**config.mk**
```make
export PLATFORM = sky130hd
export DESIGN_NAME = mem_stage
export DESIGN_NICKNAME = d
export VERILOG_FILES = /design/src/rtl/mem_stage.sv
export SDC_FILE = /design/constraint.sdc
export NUM_CORES = 1
export LEC_CHECK = 0
export CORE_AREA = 4 4 139 141
export DETAILED_ROUTE_END_ITERATION = 10
export DIE_AREA = 0 0 143 145
export PLACE_DENSITY = 0.71
export SLEW_MARGIN = 20
export SYNTH_ARGS = -nofsm -noshare
export SYNTH_HDL_FRONTEND = slang
export SYNTH_SLANG_ARGS = --single-unit
```
**constraint.sdc**
```tcl
create_clock -name clk -period 2.2 [get_ports clk]
set_input_delay 0.33 -clock clk [delete_from_list [all_inputs] [get_ports clk]]
set_output_delay 0.33 -clock clk [all_outputs]
set_load 0.1 [all_outputs]
```
**src/rtl/mem_stage.sv**
```systemverilog
// Beta pipeline memory stage: registers ALU-stage results, issues LD/LDR/ST on a
// req/ack data bus with a timeout, and stalls upstream until the access completes.
module mem_stage #(
  parameter int unsigned TIMEOUT   = 255,
  parameter logic [31:0] NOP_IR    = 32'h83FFF800,
  parameter logic [31:0] ERR_RDATA = 32'hDEADBEEF
) (
  input  logic        clk,
  input  logic        rst,
  input  logic [31:0] pc,
  input  logic [31:0] ir,
  input  logic [31:0] y,
  input  logic [31:0] st_data,
  output logic        stall,
  output logic [31:0] pc_next,
  output logic [31:0] ir_next,
  output logic [31:0] y_next,
  output logic [31:0] mem_rd,
  output logic        dmem_req,
  output logic        dmem_we,
  output logic [31:0] dmem_addr,
  output logic [31:0] dmem_wdata,
  input  logic        dmem_ack,
  input  logic [31:0] dmem_rdata,
  output logic        bus_err
);

  localparam logic [5:0] OP_LD  = 6'b011000;
  localparam logic [5:0] OP_ST  = 6'b011001;
  localparam logic [5:0] OP_LDR = 6'b011111;
  localparam logic [7:0] TIMEOUT_CNT = 8'(TIMEOUT);

  typedef enum logic {IDLE, WAIT} state_t;

  state_t      state, state_n;
  logic [7:0]  count, count_n;
  logic [31:0] pc_mem, ir_mem, y_mem, sd_mem;
  logic        is_ld, is_st, is_ldr, is_mem, is_load;
  logic        abort, ack_seen, completing;

  assign is_ld   = (ir_mem[31:26] == OP_LD);
  assign is_st   = (ir_mem[31:26] == OP_ST);
  assign is_ldr  = (ir_mem[31:26] == OP_LDR);
  assign is_mem  = is_ld | is_st | is_ldr;
  assign is_load = is_ld | is_ldr;

  // The abort cycle is the one after TIMEOUT request cycles went unanswered.
  assign abort = (state == WAIT) && (count == TIMEOUT_CNT) && !rst;

  always_ff @(posedge clk) begin
    if (rst) begin
      pc_mem <= 32'd0;
      ir_mem <= NOP_IR;
      y_mem  <= 32'd0;
      sd_mem <= 32'd0;
    end else if (!stall) begin
      pc_mem <= pc;
      ir_mem <= ir;
      y_mem  <= y;
      sd_mem <= st_data;
    end
  end

  always_ff @(posedge clk) begin
    if (rst) begin
      state <= IDLE;
      count <= 8'd0;
    end else begin
      state <= state_n;
      count <= count_n;
    end
  end

  always_comb begin
    state_n = state;
    count_n = count;
    case (state)
      IDLE: begin
        if (is_mem && !dmem_ack) begin
          state_n = WAIT;
          count_n = 8'd1;
        end
      end
      WAIT: begin
        if (abort || dmem_ack) begin
          state_n = IDLE;
          count_n = 8'd0;
        end else begin
          count_n = count + 8'd1;
        end
      end
      default: begin
        state_n = IDLE;
        count_n = 8'd0;
      end
    endcase
  end

  // An ack only counts while a request is actually on the bus.
  always_comb begin
    dmem_req   = 1'b0;
    if (!rst && is_mem)
      dmem_req = (state == IDLE) || !abort;
    ack_seen   = dmem_req && dmem_ack;
    completing = ack_seen || abort;
    stall      = is_mem && !completing && !rst;
    bus_err    = abort;
    ir_next    = (stall || rst) ? NOP_IR : ir_mem;
    mem_rd     = 32'd0;
    if (ack_seen && is_load)
      mem_rd = dmem_rdata;
    else if (abort && is_load)
      mem_rd = ERR_RDATA;
  end

  assign dmem_we    = is_st;
  assign dmem_addr  = y_mem;
  assign dmem_wdata = is_st ? sd_mem : 32'd0;
  assign pc_next    = pc_mem;
  assign y_next     = y_mem;

endmodule
```
==> results of run 1 <==
[power by group through the flow]
| stage | Clock, mW | Sequential, mW | Combinational (mW) |
|---|---|---|---|
| finish | 2.79 | 2.70 | 1.77 |
| CTS | 2.85 | 2.70 | 1.75 |
| floorplan | 0 | 3.19 | 0.644 |
| detailed placement | 0 | 2.75 | 1.70 |
| global route | 2.96 | 2.71 | 1.82 |
| global placement | 0 | 2.74 | 1.68 |
[metrics by stage]
| stage | utilization | cells |
|---|---|---|
| CTS | 0.620 | 1100 |
| global route | 0.630 | 1107 |
| finish | 0.630 | 1107 |
| global placement | 0.564 | 1051 |
| detailed placement | 0.564 | 1051 |
| floorplan | - | 499 |
[cells in the mapped netlist, types with 2 or more instances]
cell type	instances	area [um^2]
nand2_1	4	15.0
buf_4	32	240
a22o_1	110	963
nand4_1	4	25.0
o21ai_0	6	30.0
buf_2	8	40.0
nor3_1	7	35.0
nor2_1	5	18.8
dfxtp_1	137	2740
o21a_1	2	15.0
a21o_1	26	195
and3_1	5	31.3
and3b_1	2	17.5
clkbuf_1	21	78.8
nand3_1	11	55.1
o22a_1	15	131
inv_1	2	7.51
and2_1	57	357
nand2b_1	17	106
nand4b_1	2	17.5
buf_6	7	78.8
[final cells by class]
| cell class | count | area (um^2) |
|---|---|---|
| clock buffer | 19 | 443 |
| clock inverter | 13 | 134 |
| fill | 1353 | 6650 |
| inverter | 3 | 23.8 |
| multi-input combinational | 289 | 2650 |
| sequential | 137 | 2760 |
| tap | 229 | 287 |
| timing repair buffer | 417 | 5020 |
[kinds of logic (layout without fill, tap and decap cells)]
group,count (synthesis),in the layout,synth area share
xor+xnor,2,2,0.00326
fa+ha+maj,1,1,0.00233
flops,137,137,0.511
compound gates,165,165,0.258
simple gates,121,121,0.138
buf+inv,73,452,0.0874
[worst max-delay path, stage by stage, from the launching register on]
cell and delay, ps:
dfxtp_2 330, ha_4 160, and4_4 190, and3_4 180, buf_6 110, nor4_4 140, buf_6 170, and2_4 160
buf_12 170
[worst min path at each step]
stage	from	to	slack, ps	cells past startpoint
2_1_floorplan	ir_mem[0]	ir_mem[0]	440	1
3_3_place_gp	sd_mem[28]	sd_mem[28]	450	1
3_5_place_dp	sd_mem[0]	sd_mem[0]	460	1
4_1_cts	sd_mem[21]	sd_mem[21]	470	1
5_1_grt	y[15]	dmem_addr[15]	480	2
6_report	rst	count[4]	460	5
[sequential cells by signal (all words and copies together) (netlist names)]
signal / flops
dmem_addr: 32
ir_mem: 32
pc_next: 32
sd_mem: 32
count: 8
state: 1
[cell usage in the layout (no fill, tap or decap), types with 13 or more instances in the layout]
cell type and n:
dfxtp_1 127, clkdlybuf4s50_1 161, a21o_4 24, buf_4 134, a22o_1 110, and2_1 23, buf_12 104, clkbuf_16 19
and2_4 24, nand2b_4 13, o22a_1 15
[layer usage]
metal  track usage  vias to the layer above  routed length (um)  part of all wire
met4        0.0418                        0                 225             0.011
met2         0.323                      176               10800              0.51
met3        0.0553                       17                1300             0.061
met1         0.259                     2529                8890              0.42
met5             0                        -                   0                 0
li1              -                     2538                   -                 -
[repair_timing]
item / in CTS / in global routing
pin swaps: 12 / 9
gates resized for setup: 54 / 31
hold endpoints to repair: 0 / 0
setup endpoints to repair: 78 / 94
buffers inserted: 11 / 9
gates cloned: 6 / 2
==> metrics.csv, run 1 <==
stage,metric,value,unit
timing,min cycle time layout,2360,ps
placement,PortBufs,358,
power_and_ir_drop,P_leak,5.05,nW
drt,via count,5260,
drt,Starting DRT DRC Count,239,
timing,worst slew pin tran,655,ps
yosys,synthesized area,5370,um^2
placement,DP Area,10100,um^2
clock_tree,clk sinks,137,
final_layout,# nets final,1029,
timing,final hold viol count,0,
power_and_ir_drop,switching pwr,2.39,mW
timing,Max Fclk,423,MHz
drt,detailed-router iteration count before antenna repair,4,
timing,RSZ-0062 raised after global routing,true,
drt,post-DR wirelength/cell,19.2,um
floorplan,starting density of the core,0.299,
yosys,asr flop ratio synth,0,
status,failing checks,negative setup slack,
global_routing,largest net degree at the start of global routing,57,
flow_run,max cap viols,0,
floorplan,DIE WIDTH,143,um
setup_path,r2r setup slk,50,ps
power_and_ir_drop,maximum VDD drop,0.000496,V
yosys,register area share after synthesis,0.511,
timing,Max Slew Vio Count,0,
power_and_ir_drop,sw frac,0.330,
drt,antenna-violating nets left,0,
yosys,register bit total from synthesis,137,
drt,# DRC,0,
setup_path,crit path DAT,2030,ps
setup_path,Worst R2R Start,ir_mem[27],
setup_path,crit path capture type,output pin,
global_routing,first-pass GRT wire length,31800,um
yosys,average size of a mapped cell,10.8,um^2
yosys,Post-Syn Instances,499,
timing,clk_skew,18.4,ps
setup_path,R2R cell count,7,
setup_path,CP startpoint,count[1],
clock_tree,cts hold-fix bufs,0,
yosys,post-synthesis cell type count,40,
yosys,Post-synth EDFFs,0,
setup_path,Worst Setup Start Kind,flip-flop,
clock_tree,TritonCTS clock tree,built,
setup_path,WP data required,1870,ps
timing,post-route setup slack,-162,ps
floorplan,FP Rows,49,
setup_path,critical path class,flip-flop to output pin,
placement,dpl ws,-238,ps
floorplan,I/O pin count,359,
clock_tree,clock root buffer,clkbuf_16,
final_layout,fraction of layout cells with a size suffix above 1,0.442,
final_layout,area delta synth->final,111,%
global_routing,initial antenna violation count,0,
global_routing,vias in the first global route,5271,
placement,placer congestion estimate,0.865,
placement,hpwl dp,15200,um
final_layout,post-route cell area,11300,um^2
timing,final setup vio count,64,
global_routing,total grt overflow,0,
floorplan,Die Height,145,um
yosys,Yosys Warn Count,0,
timing,setup TNS,-6940,ps
status,status,finished with violations,
final_layout,ANT cells,0,
setup_path,CP Capture Point,mem_rd[22],
global_routing,GRT Util Overall,0.197,
timing,Max-Slew Margin vs Limit,0.563,
timing,Hold Worst Slack,462,ps
timing,crit share post-route,1.07,
power_and_ir_drop,power density cells,641,nW/um^2
setup_path,worst-path fanout max,8,
power_and_ir_drop,total power,7.26,mW
floorplan,core area,18000,um^2
floorplan,Die ar.,20700,um^2
setup_path,R2R Path End,dmem_addr[21],
clock_tree,clk buf depth,2,
clock_tree,H-tree depth,4,
clock_tree,"Reg clk slew, reported paths",60,ps
power_and_ir_drop,sequential share of power,0.372,
drt,Routed WL,21200,um
clock_tree,CTS Buf Count,17,
power_and_ir_drop,Int Pwr,4.86,mW
yosys,ys flop type,dfxtp_1,
drt,via/cell ratio,4.75,
clock_tree,clock latency on the worst-skew pair,420,ps
power_and_ir_drop,Clock power frac,0.385,
yosys,syn nets,663,
hold_path,Hold Path Class,input port to flip-flop,
power_and_ir_drop,Logic pwr share,0.243,
(Power assumes the default switching activity.)
==> inputs of run 2 (changes only) <==
--- a/config.mk
+++ b/config.mk
@@ -8,7 +8,7 @@
 export CORE_AREA = 4 4 139 141
 export DETAILED_ROUTE_END_ITERATION = 10
 export DIE_AREA = 0 0 143 145
-export PLACE_DENSITY = 0.71
+export PLACE_DENSITY = 0.69
 export SLEW_MARGIN = 20
 export SYNTH_ARGS = -nofsm -noshare
 export SYNTH_HDL_FRONTEND = slang
==> constraint.sdc (replaced) <==
create_clock -name clk -period 2.5 [get_ports clk]
set_input_delay 0.375 -clock clk [delete_from_list [all_inputs] [get_ports clk]]
set_output_delay 0.375 -clock clk [all_outputs]
set_load 0.1 [all_outputs]
==> run 2 against run 1 <==
The flow now finishes without violations. Critical endpoint is now stall. Critical path depth fell by 2. Critical path type unchanged. Wire length fell by 7.2%. Clock skew fell by 2.6 ps.
==> metrics.csv, run 2 (synthesis gave the netlist of run 1 again) <==
stage,metric,value,unit
drt,detailed-router iteration count before antenna repair,4,
clock_tree,cts hold-fix bufs,0,
floorplan,DIE WIDTH,143,um
timing,clk_skew,15.8,ps
clock_tree,clk buf depth,2,
floorplan,Die Height,145,um
drt,via/cell ratio,4.77,
drt,antenna-violating nets left,0,
setup_path,WP data required,2120,ps
setup_path,crit-path max cell delay,460,ps
placement,Placed Cells,1040,
timing,crit share post-route,0.976,
setup_path,slowest cell on the critical path,or4_4,
final_layout,area delta synth->final,101,%
timing,Max Fclk,410,MHz
clock_tree,CTS Buf Count,17,
floorplan,starting density of the core,0.299,
clock_tree,"Reg clk slew, reported paths",60,ps
timing,post-route setup slack,59.2,ps
clock_tree,TritonCTS clock tree,built,
setup_path,critical path class,flip-flop to output pin,
global_routing,total grt overflow,0,
placement,dpl ws,-56.0,ps
final_layout,"commonest non-fill, non-tap cell in the layout",clkdlybuf4s50_1,
status,status,finished clean,
clock_tree,clk sinks,137,
placement,hpwl dp,14700,um
final_layout,fin util,0.601,
clock_tree,clock root buffer,clkbuf_16,
hold_path,Hold Path Class,flip-flop to flip-flop,
global_routing,vias in the first global route,5323,
setup_path,r2r setup slk,480,ps
final_layout,Register Area,2750,um^2
timing,min cycle time layout,2440,ps
floorplan,FP Rows,49,
global_routing,initial antenna violation count,0,
final_layout,fraction of layout cells with a size suffix above 1,0.383,
final_layout,post-route cell area,10800,um^2
clock_tree,clock latency on the worst-skew pair,430,ps
placement,placer congestion estimate,0.787,
timing,final setup vio count,0,
power_and_ir_drop,maximum VDD drop,0.000458,V
power_and_ir_drop,P_leak,4.83,nW
final_layout,multi-input logic area,2330,um^2
timing,setup TNS,0,ps
drt,via count,5163,
global_routing,largest net degree at the start of global routing,59,
placement,DP Area,9860,um^2
timing,worst slew pin tran,616,ps
global_routing,GRT Util Overall,0.185,
placement,PortBufs,358,
global_routing,first-pass GRT wire length,30400,um
clock_tree,H-tree depth,4,
setup_path,worst-path fanout max,4,
setup_path,crit path DAT,2070,ps
final_layout,Post-Layout Cell Count,1082,
floorplan,Die ar.,20700,um^2
power_and_ir_drop,power density cells,597,nW/um^2
final_layout,fillers,1450,
floorplan,core area,18000,um^2
drt,# DRC,0,
setup_path,Worst Setup Start Kind,flip-flop,
drt,Routed WL,19700,um
setup_path,CP Cell Sequence,ha_4 -> and4_4 -> and3_4 -> or4_4 -> clkinv_4 -> buf_12,
timing,Max Slew Vio Count,0,
flow_run,max cap viols,0,
timing,final hold viol count,0,
floorplan,I/O pin count,359,
drt,Starting DRT DRC Count,181,
setup_path,crit path capture type,output pin,
final_layout,# nets final,1004,
timing,Max-Slew Margin vs Limit,0.589,
final_layout,most frequent cells in the layout,"161 x clkdlybuf4s50_1, 132 x dfxtp_1, 118 x buf_4",
final_layout,ANT cells,0,
drt,post-DR wirelength/cell,18.2,um
==> run 2: path summary, 6_finish.rpt <==
path                    from          to  cells after the start
setup / recovery    count[1]       stall                      6
hold / removal    sd_mem[29]  sd_mem[29]                      1
setup reg to reg    count[1]   ir_mem[0]                      7
hold reg to reg   sd_mem[29]  sd_mem[29]                      1
==> run 2: cell type report <==
cell class | count | area share
clock buffer | 17 | 0.0394
clock inverter | 15 | 0.0191
inverter | 3 | 0.00151
multi-input combinational | 289 | 0.216
sequential | 137 | 0.255
tap | 229 | 0.0265
timing repair buffer | 392 | 0.442
==> run 2: power by group <==
part           internal, mW  leakage, nW  switching [mW]
combinational         0.542         3.38           0.971
clock                  1.37        0.302            1.20
sequential             2.29         1.14          0.0707
total                  4.21         4.83            2.24
==> run 2: through the flow <==
stage,hold slack (ps),total power [mW]
floorplan,440,3.37
global placement,452,3.88
detailed placement,455,3.89
CTS,475,6.52
global route,484,6.65
finish,469,6.44
==> run 2: repair_timing <==
item	4_1_cts	5_1_grt
pin swaps	5	3
buffers inserted	7	0
cloned	3	0
setup endpoints to repair	64	63
gates resized for setup	36	16
==> run 2: per-layer routing <==
layer	global-route usage	vias up	share of wire
met5	0	-	0
met4	0.0513	0	0.015
met1	0.215	2431	0.39
li1	-	2481	-
met2	0.326	228	0.51
met3	0.0589	23	0.082
==> run 2: critical path, delay by kind of cell (launching register included) <==
family        cells  cell delay [ps]
simple gates      3              830
flops             1              360
buf+inv           2              300
fa+ha+maj         1              160
==> inputs of run 3 (changes only) <==
--- a/config.mk
+++ b/config.mk
@@ -8,7 +8,7 @@
 export CORE_AREA = 4 4 139 141
 export DETAILED_ROUTE_END_ITERATION = 10
 export DIE_AREA = 0 0 143 145
-export PLACE_DENSITY = 0.69
+export PLACE_DENSITY_LB_ADDON = 0.25
 export SLEW_MARGIN = 20
 export SYNTH_ARGS = -nofsm -noshare
 export SYNTH_HDL_FRONTEND = slang
==> run 3 against run 2 <==
Die area is the same. Critical path type unchanged. Core utilization shrank 0.15 points. Power shrank 2.9%. Via count grew 0.87%. Cell count is essentially flat. First-iteration DRC count grew 22%. Non-clock buffer count grew 2. Clock power shrank 7%.
==> metrics.csv, run 3 (synthesis gave the netlist of run 1 again) <==
stage,metric,value,unit
floorplan,FP Rows,49,
timing,RSZ-0062 raised after global routing,true,
timing,worst slew pin tran,633,ps
clock_tree,clk buf depth,2,
placement,placer congestion estimate,0.844,
clock_tree,"Reg clk slew, reported paths",60,ps
placement,PortBufs,358,
drt,via/cell ratio,4.81,
placement,Placed Cells,1038,
clock_tree,clock latency on the worst-skew pair,410,ps
final_layout,fillers,1426,
global_routing,first-pass GRT wire length,30600,um
clock_tree,H-tree depth,4,
setup_path,crit path DAT,2050,ps
placement,hpwl dp,15400,um
power_and_ir_drop,power density cells,581,nW/um^2
global_routing,vias in the first global route,5344,
flow_run,max cap viols,0,
final_layout,Register Area,2770,um^2
setup_path,Worst Setup Start Kind,flip-flop,
power_and_ir_drop,P_leak,4.78,nW
final_layout,ANT cells,0,
drt,detailed-router iteration count before antenna repair,4,
power_and_ir_drop,Clock power frac,0.380,
clock_tree,TritonCTS clock tree,built,
floorplan,starting density of the core,0.299,
power_and_ir_drop,Logic pwr share,0.242,
setup_path,critical path class,flip-flop to output pin,
setup_path,r2r setup slk,460,ps
timing,Max Fclk,412,MHz
hold_path,Hold Path Class,input port to flip-flop,
clock_tree,clk sinks,137,
drt,post-DR wirelength/cell,19.0,um
floorplan,core area,18000,um^2
power_and_ir_drop,switching pwr,2.03,mW
global_routing,total grt overflow,0,
power_and_ir_drop,Int Pwr,4.22,mW
power_and_ir_drop,maximum VDD drop,0.000447,V
setup_path,worst-path fanout max,5,
drt,# DRC,0,
drt,antenna-violating nets left,0,
timing,crit share post-route,0.970,
setup_path,crit path capture type,output pin,
floorplan,Die ar.,20700,um^2
clock_tree,cts hold-fix bufs,0,
floorplan,DIE WIDTH,143,um
timing,min cycle time layout,2430,ps
final_layout,most frequent cells in the layout,"161 x clkdlybuf4s50_1, 127 x dfxtp_1, 119 x buf_4",
final_layout,multi-input logic area,2350,um^2
timing,Max Slew Vio Count,0,
drt,via count,5208,
status,status,finished clean,
timing,final hold viol count,0,
global_routing,initial antenna violation count,0,
clock_tree,clock root buffer,clkbuf_16,
drt,Starting DRT DRC Count,220,
floorplan,Die Height,145,um
floorplan,I/O pin count,359,
final_layout,area delta synth->final,101,%
clock_tree,CTS Buf Count,17,
final_layout,"commonest non-fill, non-tap cell in the layout",clkdlybuf4s50_1,
drt,Routed WL,20600,um
power_and_ir_drop,sw frac,0.325,
global_routing,largest net degree at the start of global routing,65,
final_layout,fin util,0.599,
timing,Max-Slew Margin vs Limit,0.578,
timing,final setup vio count,0,
setup_path,WP data required,2120,ps
global_routing,GRT Util Overall,0.188,
power_and_ir_drop,sequential share of power,0.378,
final_layout,fraction of layout cells with a size suffix above 1,0.376,
final_layout,# nets final,1006,
final_layout,Post-Layout Cell Count,1083,
timing,setup TNS,0,ps
timing,clk_skew,6.50,ps
-- run 3: cell count changes in the layout (fill, tap and decap cells not counted), sizes merged --
cell,before,now
dlygate4sd2,1,0
clkbuf,17,20
clkinv,12,4
bufbuf,3,1
clkinvlp,0,4
dlymetal6s2s,0,1
bufinv,0,1
buf,227,229
inv,6,7
-- run 3: final cells by class --
cell class	count	area share
clock buffers	18	0.0408
clock inverters	13	0.0110
inverters	3	0.00151
multi-input cells	289	0.218
flip-flops and latches	137	0.257
well taps	229	0.0266
repair buffers	394	0.445
-- run 3: per-layer routing --
layer	wire [um]	track usage
met5	0	0
met4	454	0.0727
met3	1130	0.0398
met2	10900	0.328
met1	8150	0.224
-- run 3: final timing paths --
check                                from        end  cells past startpoint
worst max-delay path             count[0]      stall                      6
worst min-delay path                  rst   count[4]                      4
worst max register to register   count[0]  sd_mem[8]                      7
worst min register to register  ir_mem[0]  ir_mem[0]                      1
-- run 3: what timing repair did --
| action | CTS | global route |
|---|---|---|
| setup buffers | 4 | 5 |
| gates resized for setup | 15 | 38 |
| pin swaps | 2 | 7 |
| cloned | 2 | 3 |
| setup endpoints to repair | 65 | 50 |
| endpoints found under the hold margin | 0 | 0 |
-- run 3: worst max-delay path: stages, from the launching register on --
cell and delay, ps:
dfxtp_4 360, ha_4 180, and4_4 160, and3_4 180
or4_4 470, clkinv_4 100, buf_12 170
-- run 3: per-stage QoR --
stage	hold WS [ps]	setup slack (ps)	area, um^2	total power [mW]
6_report	452	75.0	10800	6.25
5_1_grt	463	-10.5	10800	6.45
4_1_cts	474	3.72	10500	6.32
3_5_place_dp	457	-45.1	9830	3.90
3_3_place_gp	453	-57.2	9830	3.89
2_1_floorplan	440	-8.90	5410	3.37
-- run 3: power groups by stage --
| stage | clock [mW] | sequential (mW) | combinational (mW) |
|---|---|---|---|
| after floorplan | 0 | 2.81 | 0.561 |
| after detailed placement | 0 | 2.42 | 1.49 |
| after CTS | 2.44 | 2.37 | 1.52 |
| after global placement | 0 | 2.41 | 1.47 |
| after global routing | 2.52 | 2.38 | 1.55 |
| final | 2.38 | 2.37 | 1.51 |
